`src/rtl/archer_pkg.sv`:
```
// Shared types and constants for the archer run-control block and its
// per-hart tohost decoders.
package archer_pkg;

    typedef enum logic [1:0] {
        HOLD,
        RUN,
        DONE
    } state_t;

    localparam logic [31:0] TOHOST_DEFAULT = 32'h0000_1000;
    localparam logic [31:0] PASS_CODE      = 32'd1;

endpackage

```
`src/rtl/archer_tohost_decode.sv`:
```
// Per-hart decoder: flags a store to the tohost word and classifies its
// payload as a pass (exactly PASS_CODE) or a failure code.
module archer_tohost_decode
    import archer_pkg::*;
#(
    parameter logic [31:0] TOHOST_ADDR = TOHOST_DEFAULT
) (
    input  logic        valid,
    input  logic [31:0] addr,
    input  logic [31:0] data,
    output logic        hit,
    output logic        is_pass,
    output logic [30:0] code
);

    assign hit     = valid && (addr == TOHOST_ADDR);
    assign is_pass = (data == PASS_CODE);
    assign code    = data[31:1];

endmodule

```
`src/rtl/archer_run_ctrl.sv`:
```
// Run-control and completion monitor: sequences hart resets, counts run
// cycles and reports pass, first failure or timeout from tohost stores.
module archer_run_ctrl
    import archer_pkg::*;
#(
    parameter int          NUM_HARTS      = 1,
    parameter int          RST_CYCLES     = 2,
    parameter int          TIMEOUT_CYCLES = 100,
    parameter int          CNT_W          = 32,
    parameter logic [31:0] TOHOST_ADDR    = TOHOST_DEFAULT
) (
    input  logic                    clk,
    input  logic                    rst,
    output logic [NUM_HARTS-1:0]    core_rst_n,
    input  logic [NUM_HARTS-1:0]    st_valid,
    input  logic [NUM_HARTS*32-1:0] st_addr,
    input  logic [NUM_HARTS*32-1:0] st_data,
    output logic                    run,
    output logic                    done,
    output logic                    pass,
    output logic                    timeout,
    output logic [2:0]              fail_hart,
    output logic [30:0]             fail_code,
    output logic [CNT_W-1:0]        cycle_count
);

    localparam logic [31:0] HOLD_LAST = 32'(RST_CYCLES - 1);
    localparam logic [63:0] TO_LAST   = 64'(TIMEOUT_CYCLES) - 64'd1;

    state_t                 state, state_next;
    logic [31:0]            hold_cnt, hold_next;
    logic [NUM_HARTS-1:0]   finished, fin_next;
    logic                   fail_seen, seen_next;
    logic [CNT_W-1:0]       cnt_next, cnt_sat;
    logic [2:0]             fh_next, low_idx;
    logic [30:0]            fc_next, low_code;
    logic                   pass_next, to_next;

    logic [NUM_HARTS-1:0]   hit, is_pass, new_hit, new_fail;
    logic [30:0]            code [NUM_HARTS];

    for (genvar i = 0; i < NUM_HARTS; i++) begin : g_dec
        archer_tohost_decode #(
            .TOHOST_ADDR(TOHOST_ADDR)
        ) u_dec (
            .valid  (st_valid[i]),
            .addr   (st_addr[32*i +: 32]),
            .data   (st_data[32*i +: 32]),
            .hit    (hit[i]),
            .is_pass(is_pass[i]),
            .code   (code[i])
        );
    end

    assign new_hit  = hit & ~finished;
    assign new_fail = new_hit & ~is_pass;
    assign cnt_sat  = (&cycle_count) ? cycle_count : cycle_count + CNT_W'(1);

    // Descending scan so the lowest-index same-cycle failure is the one kept.
    always_comb begin
        low_idx  = '0;
        low_code = '0;
        for (int i = NUM_HARTS - 1; i >= 0; i--) begin
            if (new_fail[i]) begin
                low_idx  = 3'(i);
                low_code = code[i];
            end
        end
    end

    always_comb begin
        state_next = state;
        hold_next  = hold_cnt;
        fin_next   = finished;
        seen_next  = fail_seen;
        cnt_next   = cycle_count;
        fh_next    = fail_hart;
        fc_next    = fail_code;
        pass_next  = pass;
        to_next    = timeout;
        case (state)
            HOLD: begin
                hold_next = hold_cnt + 32'd1;
                if (hold_cnt == HOLD_LAST) begin
                    state_next = RUN;
                end
            end
            RUN: begin
                fin_next = finished | new_hit;
                if ((new_fail != '0) && !fail_seen) begin
                    seen_next = 1'b1;
                    fh_next   = low_idx;
                    fc_next   = low_code;
                end
                // Completion beats timeout and freezes the count where it is.
                if (&fin_next) begin
                    state_next = DONE;
                    pass_next  = (new_fail == '0) && !fail_seen;
                end else begin
                    cnt_next = cnt_sat;
                    if (64'(cnt_sat) >= TO_LAST) begin
                        state_next = DONE;
                        to_next    = 1'b1;
                    end
                end
            end
            default: begin
            end
        endcase
    end

    always_ff @(posedge clk) begin
        if (rst) begin
            state <= HOLD;
        end else begin
            state <= state_next;
        end
    end

    // Outputs are registered from the next state so they align with it.
    always_ff @(posedge clk) begin
        if (rst) begin
            hold_cnt    <= '0;
            finished    <= '0;
            fail_seen   <= 1'b0;
            cycle_count <= '0;
            fail_hart   <= '0;
            fail_code   <= '0;
            pass        <= 1'b0;
            timeout     <= 1'b0;
            run         <= 1'b0;
            done        <= 1'b0;
            core_rst_n  <= '0;
        end else begin
            hold_cnt    <= hold_next;
            finished    <= fin_next;
            fail_seen   <= seen_next;
            cycle_count <= cnt_next;
            fail_hart   <= fh_next;
            fail_code   <= fc_next;
            pass        <= pass_next;
            timeout     <= to_next;
            run         <= (state_next == RUN);
            done        <= (state_next == DONE);
            core_rst_n  <= {NUM_HARTS{state_next == RUN}};
        end
    end

endmodule

```
`config.mk`:
```
export PLATFORM = sky130hd
export DESIGN_NAME = archer_run_ctrl
export DESIGN_NICKNAME = d
export VERILOG_FILES = /design/src/rtl/archer_pkg.sv /design/src/rtl/archer_tohost_decode.sv /design/src/rtl/archer_run_ctrl.sv
export SDC_FILE = /design/constraint.sdc
export NUM_CORES = 1
export LEC_CHECK = 0
export ABC_AREA = 1
export CORE_MARGIN = 4
export CORE_UTILIZATION = 55
export DETAILED_ROUTE_END_ITERATION = 10
export PLACE_DENSITY = 0.88
export SYNTH_ARGS = -nofsm -noshare
export SYNTH_HDL_FRONTEND = slang
export SYNTH_HIERARCHICAL = 1
export SYNTH_SLANG_ARGS = --single-unit
export TNS_END_PERCENT = 5
```
`constraint.sdc`:
```
create_clock -name clk -period 4.69 [get_ports clk]
set_clock_uncertainty 0.1 [all_clocks]
set_input_delay 0.469 -clock clk [delete_from_list [all_inputs] [get_ports clk]]
set_output_delay 0.469 -clock clk [all_outputs]
set_load 0.01 [all_outputs]
```
==> results.md, run 1 <==
- Clk root buf: clkbuf_8
- LEAKAGE: ~2.8 nW
- CP Max Fanout: 32
- Row cnt: 37
- Final worst path period share: 0.616
- Initial DRC count: around 390
- Post-Syn Area: between 5000 and 6000 µm²
- Max transition margin: 0.384
- Effective utilization at floorplan: 0.565
- Gr usage total: 0.245
- DRC Markers: 0
- Die Outline Area: 12400 µm²
- Syn Inst Count: approximately 900
- Worst Hold Launch: timeout
- Pwr dens: between 200 and 300 nW/µm²
- RR Endpoint: run
- Util after Layout: 0.700
- R2R setup slack: between 1.5 and 2 ns
- H-tree depth: 3
- Critical path type: input port to flip-flop
- Vias post-DR: 6092
- CTS tree: yes
- CP Data Required Time: about 4.9 ns
- Top achievable clock speed: approximately 350 MHz
- IO Port Bufs: roughly 130
- Post-Layout Cell Count: roughly 1100
- Final Hold Viols: 0
- Initial antenna violation count: 0
- Skew-Pair Late Insertion Delay: around 0.37 ns
- CP Launch Type: input port
- Post-synth EDFFs: 0
- First-pass GRT wire length: ~26000 µm
- Area Overhead vs Synth: 23.9%
- Ports: approximately 140
- Vias per inst: between 5 and 6
- Flops & latches, synth: around 100
- CTS sink count: between 100 and 150
- Top_reg_cell synth: dfxtp_1
- Worst-Margin Slew: 0.922 ns
- Arrival time of the worst setup path: between 3 and 4 ns
- Crit. End Element: flip-flop
- Max_cap viols: 0
- Number of diodes: 0
- Routability cong.: around 0.92
- Slew Limit Fails: 0
- Total routed wirelength: between 15000 and 20000 µm
- Outcome: completed
- Design area: ~7300 µm²
- Hold Path Stages: 2
- Placed cell areas: between 7000 and 8000 µm²
- Drt wl/cell: 13.6 µm
- Placed Cells: 1115
- # setup viols final: 0
- 1st-pass router iterations: 7
- Layout cells sized above 1: 0.0623
- Chip width: approximately 110 µm
- PostCTS Resize Cnt: 0
- Hold buffer count at cts: 0
- Asr flop ratio synth: 0
- Post-CTS setup buffers: 0
- Post-synthesis cell type count: between 40 and 50
- Clock slew seen by the registers of the worst setup and hold paths: around 0.10 ns
- Antenna-violating nets left: 0
- Number of global-route vias before repair: roughly 5700
- Fin crit period: ~2.9 ns
- Core Area: 10400 µm²
- Max rail drop VDD: between 0.15 and 0.2 mV
- Final nets: between 1000 and 1500
- Pin count of the biggest net entering global routing: 56
- Syn avg cell area: 6.55 µm²
- DPL Wire Length: roughly 12000 µm
- TNS Setup: 0 ns
- Worst r2r path cells: 15
- Total CTS buffers: 9
- Launch point of the worst reg-to-reg path: cycle_count[1]
- Hold WC Path Type: flip-flop to flip-flop
- Worst hold endpoint: timeout
- Hold WS: approximately 0.38 ns
- Grt ovf: 0
- Commonest non-fill, non-tap cells in the layout: nor2_1, nand2_1, clkdlybuf4s50_1
- Clock Path Buffers: 2
- Seq/Total Area, Yosys: 0.352
- Synth warn: 6
- Most common cell after layout, fill and taps aside: nor2_1
- Die span in y: roughly 110 µm
- RSZ-0062 raised after global routing: no
-- power by group --
group,switching (W),internal [W]
logic,0.000319,0.000240
clock network,0.000337,0.000259
registers,0.0000740,0.000929
-- Yosys cell counts, types with 12 or more instances --
cell,instances,area (µm²)
dfxtp_1,103,2060
nand4_1,15,93.8
buf_4,35,263
nor3_1,17,85.1
nand3_1,42,210
inv_1,88,330
nand2_1,179,672
clkbuf_1,16,60.1
o21ai_0,79,395
a21oi_1,17,85.1
nor2_2,12,75.1
xor2_1,20,175
nor2_1,189,709
-- critical path, cell delays in order --
cell and delay (ns):
clkdlybuf4s50_1 0.40, or2_0 0.22, nor2_1 0.11, nand3_1 0.09, nor2_1 0.18, nor3b_1 0.20, inv_1 0.09, nor3_2 0.20
buf_4 0.33, inv_1 0.45, nor2_1 0.24, nor2_1 0.07
-- cells by family (layout without fill, tap and decap cells) --
kind of cell	Yosys count	after routing	share of synthesized area
AOI/OAI and AO/OA	119	119	0.109
xor gates and xnor gates	21	21	0.0314
adders and majority gates	3	3	0.00640
buffers and inverters	151	249	0.124
DFF	103	103	0.352
other	1	3	0.000640
and+or+nand+nor	497	497	0.377
-- sequential cells by signal, summed over array words and instances (netlist names) --
| name | flops |
|---|---|
| pass | 1 |
| fail_seen | 1 |
| timeout | 1 |
| finished | 1 |
| hold_cnt | 32 |
| cycle_count | 32 |
| done | 1 |
| run | 1 |
| state | 2 |
| fail_code | 31 |
-- layer usage --
metal | vias to the layer above | part of all wire | GRT usage
met3 | 24 | 0.11 | 0.0791
met1 | 2743 | 0.43 | 0.311
met5 | - | 0 | 0
met2 | 293 | 0.45 | 0.394
li1 | 3032 | - | -
met4 | 0 | 0.017 | 0.0770
-- layout make-up --
cell class,count,area (µm²)
inverters,94,358
clock inverters,7,86.3
multi-input cells,643,3080
flip-flops and latches,103,2060
clock buffers,9,124
well taps,136,170
repair buffers,139,1380
fillers,911,3110
-- worst max-delay path by stage --
stage | from | end | slack [ns] | cells past startpoint
2_1_floorplan | cycle_count[1] | state[0] | 2.51 | 17
3_3_place_gp | st_addr[0] | fail_seen | 1.45 | 11
3_5_place_dp | st_addr[0] | fail_code[0] | 1.43 | 12
4_1_cts | st_addr[0] | fail_code[0] | 1.82 | 12
5_1_grt | st_addr[1] | fail_code[28] | 1.49 | 12
6_report | st_addr[1] | fail_code[0] | 1.80 | 12
-- per-stage QoR --
step,setup WS [ns],total power [W]
detailed placement,1.43,0.00157
global route,1.49,0.00227
floorplan,2.51,0.00135
global placement,1.45,0.00155
CTS,1.82,0.00216
finish,1.80,0.00216
Power figures use the tool's default switching activity.
==> inputs of run 2 (changes only) <==
--- a/config.mk
+++ b/config.mk
@@ -7,9 +7,9 @@
 export LEC_CHECK = 0
 export ABC_AREA = 1
 export CORE_MARGIN = 4
-export CORE_UTILIZATION = 55
+export CORE_UTILIZATION = 46
 export DETAILED_ROUTE_END_ITERATION = 10
-export PLACE_DENSITY = 0.88
+export PLACE_DENSITY = 0.79
 export SYNTH_ARGS = -nofsm -noshare
 export SYNTH_HDL_FRONTEND = slang
 export SYNTH_HIERARCHICAL = 1
==> constraint.sdc (replaced) <==
create_clock -name clk -period 2.46 [get_ports clk]
set_clock_uncertainty 0.1 [all_clocks]
set_input_delay 0.246 -clock clk [delete_from_list [all_inputs] [get_ports clk]]
set_output_delay 0.246 -clock clk [all_outputs]
set_load 0.01 [all_outputs]
==> run 2 against run 1 <==
  * Cell area is 5.5% higher
  * Setup slack worse by 1.6 ns
  * Cell count increased by 5.4%
  * Clock power grew 130%
  * Combinational power increased by 110%
  * Power up 100%
  * Via count is 0.59% lower
  * Largest cell class unchanged
==> results.md, run 2 (synthesis gave the netlist of run 1 again) <==
- IO Port Bufs: 134
- Number of diodes: 0
- Skew-Pair Late Insertion Delay: 0.35 ns
- Ports: 138
- Gr usage total: 0.220
- # setup viols final: 0
- Initial antenna violation count: 0
- Clock slew seen by the registers of the worst setup and hold paths: roughly 0.070 ns
- Pin count of the biggest net entering global routing: 32
- Outcome: completed
- Pwr dens: about 570 nW/µm²
- Launch point of the worst reg-to-reg path: cycle_count[0]
- RSZ-0062 raised after global routing: yes
- Grt ovf: 0
- First-pass GRT wire length: roughly 26000 µm
- Clock Path Buffers: 2
- Arrival time of the worst setup path: about 2.5 ns
- Effective utilization at floorplan: 0.478
- RR Endpoint: done
- Final Hold Viols: 0
- Util after Layout: 0.625
- Final nets: between 1000 and 1500
- Hold WC Path Type: flip-flop to flip-flop
- Final worst path period share: 0.932
- Antenna-violating nets left: 0
- Routability cong.: around 0.92
- Max_cap viols: 0
- Max rail drop VDD: ~0.44 mV
- Die Outline Area: around 15000 µm²
- Drt wl/cell: about 13 µm
- CP endpoint: done
- Vias per inst: ~5.1
- Worst r2r path cells: 14
- Critical path type: flip-flop to flip-flop
- Hold WS: around 0.39 ns
- Slowest Stage Delay on Critical Path: between 0.3 and 0.4 ns
- PnR worst setup slack: roughly 0.17 ns
- Total routed wirelength: 16000 µm
- Clk root buf: clkbuf_16
- Crit path cell chain: ha_2, inv_1, nor2_4, nand2_4, nor2_8, nand3_4, buf_4, nand3_1, nor2_1, nand3_1, nor2_4, nand3_2, nand3_1, a21oi_1
- CP Launch Type: flip-flop
- Vias post-DR: between 6000 and 7000
- CP max stage cell: dfxtp_1
- Row cnt: 40
- CP Data Required Time: between 2 and 3 ns
- Slew Limit Fails: 0
- R2R setup slack: ~0.17 ns
- Die span in y: about 120 µm
- DPL Wire Length: between 10000 and 15000 µm
- Critical path origin: cycle_count[0]
- Number of global-route vias before repair: ~5700
- Layout cells sized above 1: 0.102
- LEAKAGE: roughly 3 nW
- 1st-pass router iterations: 5
- Initial DRC count: 410
- Crit. End Element: flip-flop
- Top achievable clock speed: roughly 440 MHz
- Most common cell after layout, fill and taps aside: nor2_1
- Commonest non-fill, non-tap cells in the layout: nor2_1, nand2_1, clkdlybuf4s50_1
- TNS Setup: 0 ns
- Total CTS buffers: 9
- CTS tree: yes
- Top flop regs: cycle_count: 32 flops, hold_cnt: 32 flops, fail_code: 31 flops
- Worst slack at placement: -0.00105 ns
- Chip width: around 120 µm
- Fin crit period: 2.29 ns
- Post-CTS setup buffers: 0
- Crit path top cell by count: nand3_1
- CTS sink count: ~100
- Area Overhead vs Synth: 30.7%
- DRC Markers: 0
- Core Area: between 10000 and 15000 µm²
- CP Max Fanout: 15
- H-tree depth: 3
[run 2: changes by cell type in the layout (fill, tap and decap cells not counted), moves of 3 or more]
cell       delta
clkbuf_8      -9
buf_4        +27
clkbuf_16     +9
nor2_1        -3
dfxtp_2       +4
dfxtp_1       -4
[run 2: critical path, delay by kind of cell, from the launching register on]
kind / cells / cell delay, ns
simple gates: 10 / 1.08
flops: 1 / 0.34
buf+inv: 2 / 0.31
fa+ha+maj: 1 / 0.21
compound gates: 1 / 0.16
[run 2: power breakdown]
part | leakage (nW) | switching [W] | internal [W] | total (W)
clock | 0.139 | 0.000657 | 0.000698 | 0.00136
combinational | 2.06 | 0.000640 | 0.000542 | 0.00118
sequential | 0.833 | 0.0000942 | 0.00177 | 0.00187
total | 3.03 | 0.00139 | 0.00301 | 0.00440
[run 2: final cells by class]
type,count,area [µm²]
fill,1130,4600
multi-input combinational,643,3120
sequential,103,2070
timing repair buffer,168,1620
inverter,94,358
clock buffer,9,225
tap,168,210
clock inverter,7,60.1
[run 2: what timing repair did]
action / in CTS / in global routing
gates resized for setup: 0 / 14
setup endpoints to repair: 0 / 7
hold buffers: 0 / 0
[run 2: metal layers]
layer	vias up	part of all wire	track usage
li1	3089	-	-
met1	2708	0.46	0.296
met2	242	0.43	0.337
met3	17	0.10	0.0662
met4	0	0.016	0.0701
met5	-	0	0
[run 2: worst min path at each step]
| stage | depth (start not counted) | endpoint | slack (ns) | start |
|---|---|---|---|---|
| 6_report | 2 | fail_seen | 0.39 | fail_seen |
| 5_1_grt | 3 | fail_code[17] | 0.41 | st_data[18] |
| 4_1_cts | 2 | fail_seen | 0.39 | fail_seen |
| 3_5_place_dp | 2 | hold_cnt[28] | 0.38 | hold_cnt[28] |
| 3_3_place_gp | 2 | fail_seen | 0.37 | fail_seen |
| 2_1_floorplan | 1 | hold_cnt[18] | 0.22 | rst |
[run 2: through the flow]
step	instances	area (µm²)	power, W
after global placement	1176	7340	0.00306
after global routing	1192	7660	0.00464
final	1192	7660	0.00440
after CTS	1192	7620	0.00443
after floorplan	897	5870	0.00258
after detailed placement	1176	7340	0.00307
